`config.mk`:
```
export PLATFORM = sky130hd
export DESIGN_NAME = piso_serializer
export DESIGN_NICKNAME = d
export VERILOG_FILES = /design/src/rtl/piso_serializer.sv
export SDC_FILE = /design/constraint.sdc
export NUM_CORES = 1
export LEC_CHECK = 0
export CAP_MARGIN = 0
export CORE_AREA = 2 2 39 41
export DETAILED_ROUTE_END_ITERATION = 10
export DIE_AREA = 0 0 41 43
export RECOVER_POWER = 50
export SETUP_SLACK_MARGIN = 0.1
export SLEW_MARGIN = 40
export SYNTH_ARGS = -nofsm -noshare
export SYNTH_HDL_FRONTEND = slang
export SYNTH_SLANG_ARGS = --single-unit
```
`constraint.sdc`:
```
create_clock -name clk -period 1.65 [get_ports clk]
set_clock_uncertainty 0.1 [all_clocks]
set_input_delay 0.2475 -clock clk [delete_from_list [all_inputs] [get_ports clk]]
set_output_delay 0.2475 -clock clk [all_outputs]
set_load 0.01 [all_outputs]
```
`src/rtl/piso_serializer.sv`:
```
// Parallel-in / serial-out word serializer with a one-cycle GAP marker after each word.
// All outputs are flops updated together with the FSM state.
module piso_serializer #(
    parameter int WIDTH     = 4,
    parameter bit MSB_FIRST = 1'b1
) (
    input  logic             clk,
    input  logic             reset,
    input  logic [WIDTH-1:0] data_i,
    input  logic             valid_i,
    output logic             ready_o,
    output logic             x_o,
    output logic             frame_o,
    output logic             done_o
);

    localparam int             CNT_W    = $clog2(WIDTH);
    localparam logic [CNT_W-1:0] LAST_CNT = CNT_W'(WIDTH - 1);

    typedef enum logic [1:0] {
        IDLE  = 2'd0,
        SHIFT = 2'd1,
        GAP   = 2'd2
    } state_t;

    state_t           r_state;
    logic [WIDTH-1:0] r_shreg;
    logic [CNT_W-1:0] r_cnt;
    logic             r_ready;
    logic             r_x;
    logic             r_frame;
    logic             r_done;

    logic [WIDTH-1:0] w_shifted;
    logic             w_next_bit;
    logic             w_load_bit;

    // Shift direction is fixed at elaboration; the bit that will sit on x_o
    // next is taken from the already-shifted word so x_o can be registered.
    assign w_shifted  = MSB_FIRST ? {r_shreg[WIDTH-2:0], 1'b0} : {1'b0, r_shreg[WIDTH-1:1]};
    assign w_next_bit = MSB_FIRST ? w_shifted[WIDTH-1] : w_shifted[0];
    assign w_load_bit = MSB_FIRST ? data_i[WIDTH-1]    : data_i[0];

    always_ff @(posedge clk) begin
        // NOTE: non-blocking assignments only, so every flop samples the
        // pre-edge value of every other flop regardless of statement order.
        if (reset) begin
            r_state <= IDLE;
            r_shreg <= '0;
            r_cnt   <= '0;
            r_ready <= 1'b1;
            r_x     <= 1'b0;
            r_frame <= 1'b0;
            r_done  <= 1'b0;
        end else begin
            case (r_state)
                IDLE: begin
                    r_done <= 1'b0;
                    if (valid_i) begin
                        r_state <= SHIFT;
                        r_shreg <= data_i;
                        r_cnt   <= '0;
                        r_ready <= 1'b0;
                        r_frame <= 1'b1;
                        r_x     <= w_load_bit;
                    end
                end
                SHIFT: begin
                    r_shreg <= w_shifted;
                    if (r_cnt == LAST_CNT) begin
                        // Counter parks at its last value; it is cleared on the next load.
                        r_state <= GAP;
                        r_frame <= 1'b0;
                        r_x     <= 1'b0;
                        r_done  <= 1'b1;
                    end else begin
                        r_cnt <= r_cnt + 1'b1;
                        r_x   <= w_next_bit;
                    end
                end
                GAP: begin
                    r_state <= IDLE;
                    r_ready <= 1'b1;
                    r_done  <= 1'b0;
                end
                default: begin
                    r_state <= IDLE;
                    r_shreg <= '0;
                    r_cnt   <= '0;
                    r_ready <= 1'b1;
                    r_x     <= 1'b0;
                    r_frame <= 1'b0;
                    r_done  <= 1'b0;
                end
            endcase
        end
    end

    assign ready_o = r_ready;
    assign x_o     = r_x;
    assign frame_o = r_frame;
    assign done_o  = r_done;

endmodule

```
==> results of run 1 <==
-- cell usage in the layout, fill, tap and decap left out, types with 2 or more instances in the layout --
cell type | Yosys | layout
sky130_fd_sc_hd__nor2_1 | 4 | 4
sky130_fd_sc_hd__a21oi_1 | 3 | 3
sky130_fd_sc_hd__a32oi_1 | 4 | 4
sky130_fd_sc_hd__clkbuf_1 | 1 | 2
sky130_fd_sc_hd__clkbuf_4 | 0 | 3
sky130_fd_sc_hd__clkdlybuf4s50_1 | 0 | 9
sky130_fd_sc_hd__nand3_1 | 4 | 4
sky130_fd_sc_hd__dfxtp_1 | 11 | 11
sky130_fd_sc_hd__nand2b_1 | 2 | 3
-- cell usage after synthesis (2+ instances only) --
master	instances	share of area, %
sky130_fd_sc_hd__nand2b_1	2	2.7
sky130_fd_sc_hd__nor2_1	4	3.2
sky130_fd_sc_hd__a32oi_1	4	7.5
sky130_fd_sc_hd__dfxtp_1	11	47
sky130_fd_sc_hd__a21oi_1	3	3.2
sky130_fd_sc_hd__nand3_1	4	4.3
-- per-stage QoR --
step / instances / utilization (%) / hold slack, ns / cell area (sq um) / total power, mW
after floorplan: 47 / - / 0.309 / 465 / 0.343
after global placement: 74 / 43.1 / 0.347 / 597 / 0.383
after detailed placement: 74 / 43.1 / 0.357 / 597 / 0.383
after CTS: 78 / 45.0 / 0.370 / 623 / 0.568
after global routing: 78 / 44.2 / 0.388 / 612 / 0.580
final: 78 / 44.2 / 0.364 / 612 / 0.557
-- registers in the layout, indices dropped and copies added, names as in the netlist --
signal   count
frame_o      1
ready_o      1
done_o       1
r_cnt        2
r_shreg      3
x_o          1
r_state      2
-- worst register-to-register path, delay by kind of cell (launching register included) --
kind | cells | cell delay (ns)
compound gates | 2 | 0.30
fa+ha+maj | 1 | 0.21
buf+inv | 1 | 0.17
flops | 1 | 0.33
simple gates | 1 | 0.17
-- layer usage --
layer / global-route usage [%] / vias up
met5: 0 / -
met4: 8.00 / 0
met3: 6.28 / 0
met2: 18.8 / 6
met1: 13.0 / 182
li1: - / 207
-- cell type report --
type | count | area, sq um
Clock buffer | 4 | 26.3
Tap cell | 16 | 20.0
Multi-Input combinational cell | 34 | 230
Sequential cell | 11 | 220
Timing Repair Buffer | 12 | 111
Inverter | 1 | 3.75
Fill cell | 142 | 772
-- kinds of logic (layout without fill, tap and decap cells) --
group           after synthesis  in the layout  share of synthesized area [%]
compound gates               11             11                           16.9
mux                           2              2                           4.57
simple gates                 19             19                           25.0
xor+xnor                      1              1                           1.88
fa+ha+maj                     1              1                           2.69
buf+inv                       2             17                           1.61
flops                        11             11                           47.3
-- power groups by stage --
stage                     clock network [mW]  logic, mW  registers (mW)
after detailed placement                   0     0.0860           0.297
after global routing                   0.195     0.0924           0.293
after CTS                              0.191     0.0862           0.291
final                                  0.182     0.0832           0.291
after floorplan                            0     0.0444           0.299
after global placement                     0     0.0852           0.297
-- path summary, 6_finish.rpt --
| path | endpoint | slack (ns) | cells after the start |
|---|---|---|---|
| worst min-delay path | r_shreg[1] | 0.36 | 2 |
| worst max-delay path | frame_o | 0.14 | 1 |
| worst min register to register | r_shreg[1] | 0.36 | 2 |
| worst max register to register | frame_o | 0.29 | 5 |
==> results.cfg, run 1 <==
[route]
routed_wire_length_on_met3_um = 33
drt-initial-drc-count = 1
via_count = 395
dr.pass1.iters = 2
route.detailed.drc = 0
detail_route.wirelength_um = 927
drt-vias-per-instance = 5.06
m1WireLength_um = 451
wl_per_cell_um = 11.9
postRouteAntennaNets = 0
wl_met2_um = 442
highest-signal-layer = met3

[power]
cell_internal_pwr_mw = 0.421
power_frac_clock_pct = 32.8
comb_power_share_pct = 15.0
net_switching_power_figure_mw = 0.135
peakVddDrop_uv = 452
power.density_cell_area_nw_per_um2 = 910
leakage_nw = 0.236
swShare_pct = 24.3
power_frac_seq_pct = 52.3

[clocking]
cts.repair.resized = 0
clk_transition_reported_paths_ns = 0.07
post_cts_buffers = 0
numClockSinks = 11
clk_latency_ns = 0.26
cts.htree.levels = 1
cts_hold_repair.buffers = 0
cts_tree = yes
max-clock-path-buffers = 2
cts_made_buffers = 3
clock-root-buffer = sky130_fd_sc_hd__clkbuf_4

[synthesis]
yosysSeqAreaShare_pct = 47.3
syn_nets = 55
post_synth.cell_area_avg_sq_um = 9.90
ys.warnings.count = 0
number_of_flops_mapped_to_enable_cells_by_yosys = 0
post_synth_num_cell_types = 25
syn_area_sq_um = 465
dominantRegCellSynth = sky130_fd_sc_hd__dfxtp_1
yosys_register_bits = 11
syn_inst = 47
synth_async_sr_flop_share_pct = 0

[timing]
achievable-frequency_mhz = 664
post-route-worst-setup-slack_ns = 0.145
setup_repair_after_global_routing_missed_its_margin = false
post-route-min-period_ns = 1.51
worstMarginPinSlew_ns = 0.299
finalSetupViolations = 0
max_slew_margin_pct = 80.0
hold_viol_final = 0
fin_setup_tns_ns = 0
slew_viol_final = 0
period_share_pct = 91.2

[setup_path]
path_class = reg2out
critical_path_required_ns = 1.30
critPathMaxStageDelay_ns = 0.54
worstPathCellList = clkdlybuf4s50_1
worst_ep_arrival_time_ns = 1.16
worstReg2RegStart = r_cnt[0]
startpoint_type = register
worstPathBufferInverterCount = 1
timing.critical_path.to_type = output port
crit_family = buffers and inverters
critical_path.startpoint = frame_o
crit_path_top_delay_cell = sky130_fd_sc_hd__clkdlybuf4s50_1
worst-path-max-fanout = 3

[place]
placement.setup.worst_slack_ns = 0.154
io_buffers = 10
gp_congestion = 0.629
post-dp-hpwl_um = 665

[die]
floorplan.die_area_sq_um = 1760
initial_core_utilization_pct = 33.6
die_x_um = 41
ioPinCount = 11
core_area_sq_um = 1380
placement_rows = 14
die_h_um = 43

[finish]
antennaDiodeCount = 0
area_growth_pct = 31.5
drive_above_1_share_pct = 12.9
num-nets-final = 71

[min_path]
timing.hold.worst.class = reg2reg
timing.hold.worst.start = r_shreg[1]

[run]
max_cap_violation_count = 0

[grt]
vias_in_the_first_global_route = 367
grt_start_max_net_pins = 9
grt_util_all_layers_pct = 12.5
first_pass_grt_wire_length_um = 1420
initial_antenna_violation_count = 0
globalRoute.totalOverflow = 0

[status]
status = complete, no violations
Note: power is estimated with default switching activity, not from simulation.
==> run 2, diff against run 1 <==
Settings changed: REMOVE_ABC_BUFFERS from default to 1, SKIP_CTS_REPAIR_TIMING from default to 1.
==> results.cfg, run 2 (same netlist as run 1, synthesis figures left out) <==
[timing]
achievable-frequency_mhz = 671
fin_setup_tns_ns = 0
post-route-worst-setup-slack_ns = 0.160
post-route-min-period_ns = 1.49
hold_viol_final = 0
finalSetupViolations = 0
setup_repair_after_global_routing_missed_its_margin = false
max_slew_margin_pct = 79.6
worstMarginPinSlew_ns = 0.304
slew_viol_final = 0
period_share_pct = 90.3

[setup_path]
worst_ep_arrival_time_ns = 1.14
critPathMaxStageDelay_ns = 0.53
crit_path_top_delay_cell = sky130_fd_sc_hd__clkdlybuf4s50_1
worst-path-max-fanout = 2
timing.critical_path.to_type = output port
worstPathCellList = clkdlybuf4s50_1
worstPathBufferInverterCount = 1
path_class = reg2out
critical_path_required_ns = 1.30
crit_family = buffers and inverters
worstReg2RegStart = r_cnt[0]
critical_path.startpoint = x_o
startpoint_type = register

[clocking]
clk_transition_reported_paths_ns = 0.08
numClockSinks = 11
clk_latency_ns = 0.27
cts_tree = yes
max-clock-path-buffers = 2
cts.htree.levels = 1
clock-root-buffer = sky130_fd_sc_hd__clkbuf_4
cts_made_buffers = 3

[route]
drt-vias-per-instance = 5.06
highest-signal-layer = met3
wl_met2_um = 487
wl_per_cell_um = 12.6
detail_route.wirelength_um = 980
route.detailed.drc = 0
postRouteAntennaNets = 0
routed_wire_length_on_met3_um = 28
drt-initial-drc-count = 5
dr.pass1.iters = 3
via_count = 395
m1WireLength_um = 464

[place]
post-dp-hpwl_um = 713
io_buffers = 10
placement.setup.worst_slack_ns = 0.154
placed_cells = 74
gp_congestion = 0.685

[die]
floorplan.die_area_sq_um = 1760
die_x_um = 41
placement_rows = 14
initial_core_utilization_pct = 33.6
ioPinCount = 11
core_area_sq_um = 1380
die_h_um = 43

[finish]
area_growth_pct = 31.5
multi_input_logic_area_sq_um = 229
num-nets-final = 71
layout_commonest_cell = sky130_fd_sc_hd__dfxtp_1
instances_no_fill = 78
ff_latch_area_sq_um = 220
largest_register = r_shreg
antennaDiodeCount = 0
reg.largest.list = r_shreg x3, r_cnt x2, r_state x2
n_fill_cell = 154
drive_above_1_share_pct = 12.9
max_reg_flops = 3
final_cell_mix = sky130_fd_sc_hd__dfxtp_1, sky130_fd_sc_hd__clkdlybuf4s50_1, sky130_fd_sc_hd__nor2_1, sky130_fd_sc_hd__nand3_1, sky130_fd_sc_hd__a32oi_1

[min_path]
timing.hold.worst.start = ready_o
timing.hold.worst.class = reg2reg

[grt]
first_pass_grt_wire_length_um = 1620
grt_start_max_net_pins = 9
vias_in_the_first_global_route = 373
initial_antenna_violation_count = 0
globalRoute.totalOverflow = 0
grt_util_all_layers_pct = 13.9

[power]
totalPowerFinal_mw = 0.562
peakVddDrop_uv = 385
leakage_nw = 0.238
power.density_cell_area_nw_per_um2 = 919

[run]
max_cap_violation_count = 0

[status]
status = complete, no violations
==> run 2: changes by cell type in the layout (fill, tap and decap cells not counted) <==
cell and delta:
sky130_fd_sc_hd__and2b_1 +1, sky130_fd_sc_hd__and2b_2 -1, sky130_fd_sc_hd__clkbuf_1 -1, sky130_fd_sc_hd__clkdlybuf4s25_1 +1, sky130_fd_sc_hd__clkdlybuf4s50_1 -1, sky130_fd_sc_hd__clkinv_2 +1
==> run 2: final cells by class <==
cell class                      count  area share (%)
Sequential cell                    11            36.0
Clock buffer                        3            3.68
Timing Repair Buffer               12            18.2
Clock inverter                      1           0.818
Inverter                            1           0.613
Tap cell                           16            3.27
Multi-Input combinational cell     34            37.4
==> run 2: metal layers <==
| layer | up-vias | GRT usage (%) |
|---|---|---|
| met1 | 188 | 18.4 |
| li1 | 204 | - |
| met5 | - | 0 |
| met3 | 0 | 4.71 |
| met2 | 3 | 19.7 |
| met4 | 0 | 6.00 |
==> run 2: report_power, final <==
part           total [mW]  internal [mW]  switching [mW]  leakage (nW)
Clock               0.189         0.0896          0.0989        0.0177
Sequential          0.291          0.281          0.0107        0.0904
Combinational      0.0821         0.0456          0.0365         0.130
==> run 2: worst register-to-register path, delay by kind of cell, from the launching register on <==
family          cells  cell delay (ns)
compound gates      2             0.30
fa+ha+maj           1             0.21
buf+inv             1             0.18
flops               1             0.34
simple gates        1             0.18
==> run 2: final timing paths <==
check	endpoint	slack, ns	depth (start not counted)
min	ready_o	0.37	1
min reg2reg	ready_o	0.37	1
max reg2reg	frame_o	0.26	5
max	x_o	0.16	1
==> run 2: per-stage QoR <==
| stage | utilization, % | cell area [sq um] | hold slack (ns) |
|---|---|---|---|
| after CTS | 45.1 | 624 | 0.378 |
| after global routing | 44.2 | 612 | 0.409 |
| after global placement | 43.1 | 597 | 0.349 |
| after floorplan | - | 462 | 0.217 |
| final | 44.2 | 612 | 0.370 |
| after detailed placement | 43.1 | 597 | 0.363 |
